### config.mk
export PLATFORM = sky130hd
export DESIGN_NAME = ehgu_clk2phase_monitor_flat
export DESIGN_NICKNAME = d
export VERILOG_FILES = /design/src/rtl/ehgu_clk2phase_monitor_if.sv /design/src/rtl/ehgu_clk2phase_monitor.sv /design/src/flat_wrapper.sv
export SDC_FILE = /design/constraint.sdc
export NUM_CORES = 1
export LEC_CHECK = 0
export CAP_MARGIN = 20
export CORE_AREA = 2 2 135 137
export DETAILED_ROUTE_END_ITERATION = 16
export DIE_AREA = 0 0 137 139
export GPL_TIMING_DRIVEN = 1
export PLACE_DENSITY = 0.83
export SETUP_SLACK_MARGIN = 0.2
export SLEW_MARGIN = 20
export SYNTH_ARGS = -nofsm -noshare
export SYNTH_HDL_FRONTEND = slang
export SYNTH_SLANG_ARGS = --single-unit
export TNS_END_PERCENT = 1
### constraint.sdc
create_clock -name clk -period 4.8 [get_ports clk]
set_input_delay 0.48 -clock clk [delete_from_list [all_inputs] [get_ports clk]]
set_output_delay 0.48 -clock clk [all_outputs]
set_load 0.01 [all_outputs]
### src/rtl/ehgu_clk2phase_monitor_if.sv
`default_nettype none
// +--------------------------------------------------------------------------+
// | Module   : ehgu_clk2phase_monitor_if                                      |
// | Purpose  : Bundles the control inputs and measurement/flag outputs of     |
// |            the two-phase clock monitor.                                   |
// | Ports    : en, clkp0, clkp1, err_clr        (master -> slave)             |
// |            meas_valid, p0_high, gap01, p1_high, gap10, period, meas_cnt,  |
// |            overlap_err, order_err, gap_err  (slave -> master)             |
// |            master = stimulus/consumer side, slave = the monitor.          |
// | Revision : 1.0  initial release                                           |
// +--------------------------------------------------------------------------+
interface ehgu_clk2phase_monitor_if #(
  parameter int CW = 16
);

  // Control and observed clocks
  logic          en;
  logic          clkp0;
  logic          clkp1;
  logic          err_clr;

  // Measurement results
  logic          meas_valid;
  logic [CW-1:0] p0_high;
  logic [CW-1:0] gap01;
  logic [CW-1:0] p1_high;
  logic [CW-1:0] gap10;
  logic [CW-1:0] period;
  logic [31:0]   meas_cnt;

  // Sticky error flags
  logic          overlap_err;
  logic          order_err;
  logic          gap_err;

  modport master (
    output en, clkp0, clkp1, err_clr,
    input  meas_valid, p0_high, gap01, p1_high, gap10, period, meas_cnt,
    input  overlap_err, order_err, gap_err
  );

  modport slave (
    input  en, clkp0, clkp1, err_clr,
    output meas_valid, p0_high, gap01, p1_high, gap10, period, meas_cnt,
    output overlap_err, order_err, gap_err
  );

endinterface
`default_nettype wire

### src/rtl/ehgu_clk2phase_monitor.sv
`default_nettype none
// +--------------------------------------------------------------------------+
// | Module   : ehgu_clk2phase_monitor                                         |
// | Purpose  : Oversamples a two-phase non-overlapping clock pair and, per    |
// |            full cycle, measures phase-0 high, gap 0->1, phase-1 high,     |
// |            gap 1->0 and the total period in sample-clock cycles. Raises   |
// |            sticky flags for overlap, phase-order and short-gap faults.    |
// | Ports    : clk  - sample clock (faster than 2x fastest phase toggle)      |
// |            rst  - synchronous, active-high reset                          |
// |            mon  - slave modport: en, clkp0, clkp1, err_clr in;            |
// |                   meas_valid, p0_high, gap01, p1_high, gap10, period,     |
// |                   meas_cnt, overlap_err, order_err, gap_err out           |
// | Revision : 1.0  initial release                                           |
// +--------------------------------------------------------------------------+
module ehgu_clk2phase_monitor #(
  parameter int CW          = 16,
  parameter int MIN_GAP     = 1,
  parameter int SYNC_STAGES = 2
) (
  input wire                      clk,
  input wire                      rst,
  ehgu_clk2phase_monitor_if.slave mon
);

  typedef enum logic [2:0] {
    ST_SYNC  = 3'd0,
    ST_P0_HI = 3'd1,
    ST_GAP01 = 3'd2,
    ST_P1_HI = 3'd3,
    ST_GAP10 = 3'd4
  } state_t;

  localparam logic [CW-1:0] CNT_MAX   = {CW{1'b1}};
  localparam logic [CW-1:0] CNT_ONE   = CW'(1);
  localparam logic [CW:0]   MIN_GAP_W = (CW+1)'(MIN_GAP);

  // Saturating increment shared by all working counters
  function automatic logic [CW-1:0] sat_inc(input logic [CW-1:0] v);
    return (v == CNT_MAX) ? v : v + CNT_ONE;
  endfunction

  function automatic logic gap_short(input logic [CW-1:0] v);
    return ({1'b0, v} < MIN_GAP_W);
  endfunction

  // ---------------------------------------------------------------- state
  state_t                 state_q, state_d;

  logic [SYNC_STAGES-1:0] sync0_q, sync0_d;
  logic [SYNC_STAGES-1:0] sync1_q, sync1_d;
  logic                   s0_dly_q, s0_dly_d;
  logic                   s1_dly_q, s1_dly_d;

  logic [CW-1:0]          wk_p0_q, wk_p0_d;
  logic [CW-1:0]          wk_g01_q, wk_g01_d;
  logic [CW-1:0]          wk_p1_q, wk_p1_d;
  logic [CW-1:0]          wk_g10_q, wk_g10_d;

  logic                   meas_valid_q, meas_valid_d;
  logic [CW-1:0]          p0_high_q, p0_high_d;
  logic [CW-1:0]          gap01_q, gap01_d;
  logic [CW-1:0]          p1_high_q, p1_high_d;
  logic [CW-1:0]          gap10_q, gap10_d;
  logic [CW-1:0]          period_q, period_d;
  logic [31:0]            meas_cnt_q, meas_cnt_d;

  logic                   overlap_err_q, overlap_err_d;
  logic                   order_err_q, order_err_d;
  logic                   gap_err_q, gap_err_d;

  // ------------------------------------------------------ combinational
  logic                   s0, s1, rise0;
  logic [CW-1:0]          w_g10_fin;
  logic [CW+1:0]          w_period_sum;
  logic [CW-1:0]          w_period_sat;

  logic                   set_ovl, set_ord, set_gap;
  logic                   clear_wk, start_p0, close_cyc;

  assign s0    = sync0_q[SYNC_STAGES-1];
  assign s1    = sync1_q[SYNC_STAGES-1];
  assign rise0 = s0 & ~s0_dly_q;

  // A cycle closes either from GAP10 (real gap) or directly from P1_HI
  // when clkp1 falls in the same sample clkp0 rises (zero-length gap).
  assign w_g10_fin    = (state_q == ST_GAP10) ? wk_g10_q : '0;
  assign w_period_sum = {2'b00, wk_p0_q} + {2'b00, wk_g01_q}
                      + {2'b00, wk_p1_q} + {2'b00, w_g10_fin};
  assign w_period_sat = (w_period_sum > {2'b00, CNT_MAX}) ? CNT_MAX
                                                          : w_period_sum[CW-1:0];

  always_comb begin
    sync0_d       = {sync0_q[SYNC_STAGES-2:0], mon.clkp0};
    sync1_d       = {sync1_q[SYNC_STAGES-2:0], mon.clkp1};
    s0_dly_d      = s0;
    s1_dly_d      = s1;

    state_d       = state_q;
    wk_p0_d       = wk_p0_q;
    wk_g01_d      = wk_g01_q;
    wk_p1_d       = wk_p1_q;
    wk_g10_d      = wk_g10_q;

    meas_valid_d  = 1'b0;
    p0_high_d     = p0_high_q;
    gap01_d       = gap01_q;
    p1_high_d     = p1_high_q;
    gap10_d       = gap10_q;
    period_d      = period_q;
    meas_cnt_d    = meas_cnt_q;

    set_ovl       = 1'b0;
    set_ord       = 1'b0;
    set_gap       = 1'b0;
    clear_wk      = 1'b0;
    start_p0      = 1'b0;
    close_cyc     = 1'b0;

    if (!mon.en) begin
      state_d  = ST_SYNC;
      clear_wk = 1'b1;
    end else if (s0 && s1) begin
      // Overlap overrides every state and discards the cycle in progress
      set_ovl  = 1'b1;
      state_d  = ST_SYNC;
      clear_wk = 1'b1;
    end else begin
      // Past this point at most one phase is high in the current sample,
      // so in a high state a low level means that phase just fell, and in
      // a gap state a high level means that phase just rose.
      case (state_q)
        ST_SYNC: begin
          clear_wk = 1'b1;
          if (rise0) begin
            start_p0 = 1'b1;
          end
        end

        ST_P0_HI: begin
          if (s0) begin
            wk_p0_d = sat_inc(wk_p0_q);
          end else if (s1) begin
            state_d  = ST_P1_HI;
            wk_g01_d = '0;
            wk_p1_d  = CNT_ONE;
            set_gap  = gap_short('0);
          end else begin
            state_d  = ST_GAP01;
            wk_g01_d = CNT_ONE;
          end
        end

        ST_GAP01: begin
          if (s1) begin
            state_d = ST_P1_HI;
            wk_p1_d = CNT_ONE;
            set_gap = gap_short(wk_g01_q);
          end else if (s0) begin
            // clkp0 rose again: restart measuring from this new rise
            set_ord  = 1'b1;
            start_p0 = 1'b1;
          end else begin
            wk_g01_d = sat_inc(wk_g01_q);
          end
        end

        ST_P1_HI: begin
          if (s1) begin
            wk_p1_d = sat_inc(wk_p1_q);
          end else if (s0) begin
            close_cyc = 1'b1;
            start_p0  = 1'b1;
            set_gap   = gap_short('0);
          end else begin
            state_d  = ST_GAP10;
            wk_g10_d = CNT_ONE;
          end
        end

        ST_GAP10: begin
          if (s0) begin
            close_cyc = 1'b1;
            start_p0  = 1'b1;
            set_gap   = gap_short(wk_g10_q);
          end else if (s1) begin
            set_ord  = 1'b1;
            state_d  = ST_SYNC;
            clear_wk = 1'b1;
          end else begin
            wk_g10_d = sat_inc(wk_g10_q);
          end
        end

        default: begin
          state_d  = ST_SYNC;
          clear_wk = 1'b1;
        end
      endcase
    end

    if (clear_wk) begin
      wk_p0_d  = '0;
      wk_g01_d = '0;
      wk_p1_d  = '0;
      wk_g10_d = '0;
    end

    // Every clkp0 rise that is accepted starts a fresh cycle
    if (start_p0) begin
      state_d  = ST_P0_HI;
      wk_p0_d  = CNT_ONE;
      wk_g01_d = '0;
      wk_p1_d  = '0;
      wk_g10_d = '0;
    end

    if (close_cyc) begin
      meas_valid_d = 1'b1;
      p0_high_d    = wk_p0_q;
      gap01_d      = wk_g01_q;
      p1_high_d    = wk_p1_q;
      gap10_d      = w_g10_fin;
      period_d     = w_period_sat;
      meas_cnt_d   = meas_cnt_q + 32'd1;
    end

    // Sticky flags: a set in the same cycle as err_clr takes priority
    overlap_err_d = set_ovl | (overlap_err_q & ~mon.err_clr);
    order_err_d   = set_ord | (order_err_q   & ~mon.err_clr);
    gap_err_d     = set_gap | (gap_err_q     & ~mon.err_clr);
  end

  always_ff @(posedge clk) begin
    if (rst) begin
      state_q       <= ST_SYNC;
      sync0_q       <= '0;
      sync1_q       <= '0;
      s0_dly_q      <= 1'b0;
      s1_dly_q      <= 1'b0;
      wk_p0_q       <= '0;
      wk_g01_q      <= '0;
      wk_p1_q       <= '0;
      wk_g10_q      <= '0;
      meas_valid_q  <= 1'b0;
      p0_high_q     <= '0;
      gap01_q       <= '0;
      p1_high_q     <= '0;
      gap10_q       <= '0;
      period_q      <= '0;
      meas_cnt_q    <= '0;
      overlap_err_q <= 1'b0;
      order_err_q   <= 1'b0;
      gap_err_q     <= 1'b0;
    end else begin
      state_q       <= state_d;
      sync0_q       <= sync0_d;
      sync1_q       <= sync1_d;
      s0_dly_q      <= s0_dly_d;
      s1_dly_q      <= s1_dly_d;
      wk_p0_q       <= wk_p0_d;
      wk_g01_q      <= wk_g01_d;
      wk_p1_q       <= wk_p1_d;
      wk_g10_q      <= wk_g10_d;
      meas_valid_q  <= meas_valid_d;
      p0_high_q     <= p0_high_d;
      gap01_q       <= gap01_d;
      p1_high_q     <= p1_high_d;
      gap10_q       <= gap10_d;
      period_q      <= period_d;
      meas_cnt_q    <= meas_cnt_d;
      overlap_err_q <= overlap_err_d;
      order_err_q   <= order_err_d;
      gap_err_q     <= gap_err_d;
    end
  end

  assign mon.meas_valid  = meas_valid_q;
  assign mon.p0_high     = p0_high_q;
  assign mon.gap01       = gap01_q;
  assign mon.p1_high     = p1_high_q;
  assign mon.gap10       = gap10_q;
  assign mon.period      = period_q;
  assign mon.meas_cnt    = meas_cnt_q;
  assign mon.overlap_err = overlap_err_q;
  assign mon.order_err   = order_err_q;
  assign mon.gap_err     = gap_err_q;

  // s1_dly_q mirrors s0_dly_q for symmetry; only the clkp0 rise is needed
  // as an explicit edge, so fold it into a harmless reduction.
  logic unused_s1_dly;
  assign unused_s1_dly = s1_dly_q;

endmodule
`default_nettype wire

### src/flat_wrapper.sv
// flat-port wrapper written by rule: the top's interface ports become plain ports
module ehgu_clk2phase_monitor_flat 
#(
  parameter int CW          = 16,
  parameter int MIN_GAP     = 1,
  parameter int SYNC_STAGES = 2
)
  (clk, rst, mon_en, mon_clkp0, mon_clkp1, mon_err_clr, mon_meas_valid, mon_p0_high, mon_gap01, mon_p1_high, mon_gap10, mon_period, mon_meas_cnt, mon_overlap_err, mon_order_err, mon_gap_err);
  ehgu_clk2phase_monitor_if #(.CW(CW)) mon_i ();
  input wire clk;
  input wire rst;
  input wire logic [$bits(mon_i.en)-1:0] mon_en;
  input wire logic [$bits(mon_i.clkp0)-1:0] mon_clkp0;
  input wire logic [$bits(mon_i.clkp1)-1:0] mon_clkp1;
  input wire logic [$bits(mon_i.err_clr)-1:0] mon_err_clr;
  output wire logic [$bits(mon_i.meas_valid)-1:0] mon_meas_valid;
  output wire logic [$bits(mon_i.p0_high)-1:0] mon_p0_high;
  output wire logic [$bits(mon_i.gap01)-1:0] mon_gap01;
  output wire logic [$bits(mon_i.p1_high)-1:0] mon_p1_high;
  output wire logic [$bits(mon_i.gap10)-1:0] mon_gap10;
  output wire logic [$bits(mon_i.period)-1:0] mon_period;
  output wire logic [$bits(mon_i.meas_cnt)-1:0] mon_meas_cnt;
  output wire logic [$bits(mon_i.overlap_err)-1:0] mon_overlap_err;
  output wire logic [$bits(mon_i.order_err)-1:0] mon_order_err;
  output wire logic [$bits(mon_i.gap_err)-1:0] mon_gap_err;
  assign mon_i.en = mon_en;
  assign mon_i.clkp0 = mon_clkp0;
  assign mon_i.clkp1 = mon_clkp1;
  assign mon_i.err_clr = mon_err_clr;
  assign mon_meas_valid = mon_i.meas_valid;
  assign mon_p0_high = mon_i.p0_high;
  assign mon_gap01 = mon_i.gap01;
  assign mon_p1_high = mon_i.p1_high;
  assign mon_gap10 = mon_i.gap10;
  assign mon_period = mon_i.period;
  assign mon_meas_cnt = mon_i.meas_cnt;
  assign mon_overlap_err = mon_i.overlap_err;
  assign mon_order_err = mon_i.order_err;
  assign mon_gap_err = mon_i.gap_err;
  ehgu_clk2phase_monitor #(.CW(CW), .MIN_GAP(MIN_GAP), .SYNC_STAGES(SYNC_STAGES)) u_core (.clk(clk), .rst(rst), .mon(mon_i));
endmodule
==> results by group <==
GRT
  • Initial antenna violation count: 1
  • Vias in the first global route: 7800
  • Tot GR Track Use: 0.2506
  • Largest net degree at the start of global routing: 85
  • GRT overflow: 0
  • First-pass GRT wire length: 38520 um

Run status
  • Outcome: finished, final reports clean

Cells and area
  • Ant. Diodes: 0
  • Share of cells above drive strength 1: 0.06245
  • Most frequent cells in the layout: 185 x nand2_1, 181 x dfxtp_1, 143 x nor2_1
  • Final core occ: 0.6618
  • P&R area growth vs syn: 21.52%
  • Fin area: 11690 sq um
  • Nets: 1348
  • Commonest non-fill, non-tap cell in the layout: nand2_1
  • Non-filler cells in the finished layout: 1526

Logic synthesis
  • Leading area contributor after synthesis: dfxtp_1
  • Post-synth EDFFs: 0
  • Yosys warns: 0
  • Ys async rst share: 0
  • Synth Register Bits: 188
  • Post-Syn Area per Cell: 8.073 sq um
  • Register area share after synthesis: 0.3914
  • Area share of the largest cell type after synthesis: 0.3914
  • Most used DFF post-synth: dfxtp_1
  • Synthesized instance count: 1191
  • Post-synthesis net count: 1254
  • Yosys cell types: 60
  • Top cells by area, synth: dfxtp_1 39%, nand2_1 7.2%, xor2_1 6.6%
  • Post-Syn Area: 9615 sq um

Die
  • Starting Density: 0.5446
  • Num ports: 122
  • Die ar.: 19040 sq um
  • Die Ht: 139 um
  • Core ar.: 17660 sq um
  • Rows: 49
  • Chip width: 137 um

Timing
  • Hold_ws: 436.0 ps
  • Slew HR: 0.2864
  • Hold Fails Final Rpt: 0
  • RSZ-0062 raised after global routing: no
  • Final setup fails: 0
  • Period minus WS final: 4446 ps
  • Post-route setup TNS: 0 ps
  • Clock skew: 9.778 ps
  • Slew @ Worst Pin: 1070 ps
  • Fmax: 224.9 MHz
  • Tcrit/Tclk final: 0.9263
  • Setup WS post-layout: 353.8 ps
  • Max-slew violation count: 0

Setup path
  • Worst EP arrival: 4800 ps
  • Worst setup EP type: flip-flop
  • Critical Path Start Type: flip-flop
  • FF-to-FF path depth: 17
  • CP Max Fanout: 8
  • Worst Path Class, Setup: flip-flop to flip-flop
  • Worst Path Required: 5150 ps

Placed design
  • Detail Placement HPWL: 16990 um
  • RePlAce Congestion: 0.9567
  • Placed cells: 1492
  • Place WS: 56.31 ps
  • Placed inst area: 10950 sq um
  • Number of port buffers: 121

Routing
  • # DRC: 0
  • Final ANT Viol Nets: 0
  • First drt pass iteration count: 5
  • Routed wire per std cell: 15.84 um
  • 1st-iter DRT viols: 737
  • Vias per cell: 5.695
  • Post-detailed-routing wire length: 24170 um
  • Vias: 8690

CTS
  • CTS buffer count: 17
  • Clk sinks: 188
  • Clk root buf: clkbuf_16
  • Worst-Skew Late Latency: 440 ps
  • Clk buf depth: 2
  • TritonCTS clock tree: yes
  • CTS H-tree depth: 4
  • Clk slew on worst S/H paths: 70 ps

Hold path
  • Hold path depth: 1
  • Hold crit path type: flip-flop to flip-flop

Power
  • Post-route total power: 2.998 mW
  • P per Cell Area: 256.6 nW/um^2
  • Static Leak: 4.173 nW
  • Maximum VDD drop: 0.2689 mV

Job
  • Max Cap Viol: 0
==> final cells by class <==
| cell class | count | area, sq um |
|---|---|---|
| clock buffer | 20 | 436.7 |
| clock inverter | 11 | 132.6 |
| timing repair buffer | 131 | 1284 |
| fill | 1436 | 5972 |
| inverter | 67 | 251.5 |
| sequential | 188 | 3777 |
| multi-input combinational | 880 | 5517 |
| tap | 229 | 286.5 |
==> synthesized netlist by cell type (6+ instances only) <==
cell type    n
dfxtp_1    188
nand2_1    185
nor2_1     143
a21oi_1     92
xor2_1      72
inv_1       67
nand3_1     58
clkbuf_1    42
ha_1        39
xnor2_1     34
o21ai_0     32
nand4_1     25
a211oi_1    22
fa_1        18
nor3_1      18
nor4_1      13
a21o_1      12
and2_1      11
and3_1      11
nor2b_1     10
and4_1       9
nand2b_1     9
or3_1        9
buf_1        8
a31oi_1      7
buf_2        6
==> power by group <==
part | leakage, nW | internal (mW) | total [mW] | switching [mW]
Combinational | 2.38 | 0.00919 | 0.0358 | 0.0266
Sequential | 1.52 | 1.56 | 1.56 | 0.00370
Clock | 0.272 | 0.771 | 1.40 | 0.628
Total | 4.17 | 2.34 | 3.00 | 0.658
==> logic make-up after synthesis <==
kind of cell / count (synthesis) / share of synthesized area
AOI/OAI and AO/OA: 198 / 0.1247
adders and majority gates: 57 / 0.08822
xor gates and xnor gates: 106 / 0.09655
buffers and inverters: 124 / 0.04997
DFF: 188 / 0.3914
and+or+nand+nor: 515 / 0.2459
muxes: 3 / 0.003253
==> registers in the layout, summed over array words and instances, names as in the netlist <==
name	flops
u_core.sync0_q	2
u_core.mon.p1_high	16
u_core.mon.p0_high	16
u_core.wk_p1_q	16
u_core.mon.gap10	16
u_core.mon.gap_err	1
u_core.mon.overlap_err	1
u_core.mon.meas_cnt	32
u_core.mon.gap01	16
u_core.state_q	3
u_core.wk_g10_q	16
u_core.sync1_q	2
u_core.mon.meas_valid	1
u_core.wk_p0_q	16
u_core.mon.order_err	1
u_core.s0_dly_q	1
u_core.mon.period	16
u_core.wk_g01_q	16
==> worst paths after layout <==
| path | from | endpoint | slack (ps) |
|---|---|---|---|
| hold reg to reg | u_core.sync0_q[0] | u_core.sync0_q[1] | 440 |
| setup reg to reg | u_core.wk_g01_q[1] | u_core.mon.period[5] | 350 |
| setup / recovery | u_core.wk_g01_q[1] | u_core.mon.period[5] | 350 |
| hold / removal | u_core.sync0_q[0] | u_core.sync0_q[1] | 440 |
==> critical path, stage by stage, from the launching register on <==
cell and delay [ps]:
dfxtp_1 350, ha_1 330, a211oi_1 280, o21ai_1 150, a31o_2 290, a21o_1 210, a21oi_2 170, xor2_1 240
fa_1 480, inv_1 70, ha_1 290, a21o_1 200, a21o_1 250, a31oi_4 190, nor2b_1 80, o21ai_2 110
mux2_4 410, a211oi_2 250
==> repair_timing <==
item	CTS	global route
resized for setup	5	33
pin swaps	0	7
setup endpoints to repair	16	16
cloned	0	1
buffers inserted	0	2
hold buffers	0	0
==> layer usage <==
layer / routed length (um) / vias to the layer above / track usage / part of all wire
li1: - / 4204 / - / -
met3: 1438 / 54 / 0.04386 / 0.060
met4: 672 / 2 / 0.09170 / 0.028
met1: 10280 / 4084 / 0.3259 / 0.43
met5: 23 / - / 0 / 0.00095
met2: 11760 / 346 / 0.4148 / 0.49
(Power assumes the default switching activity.)
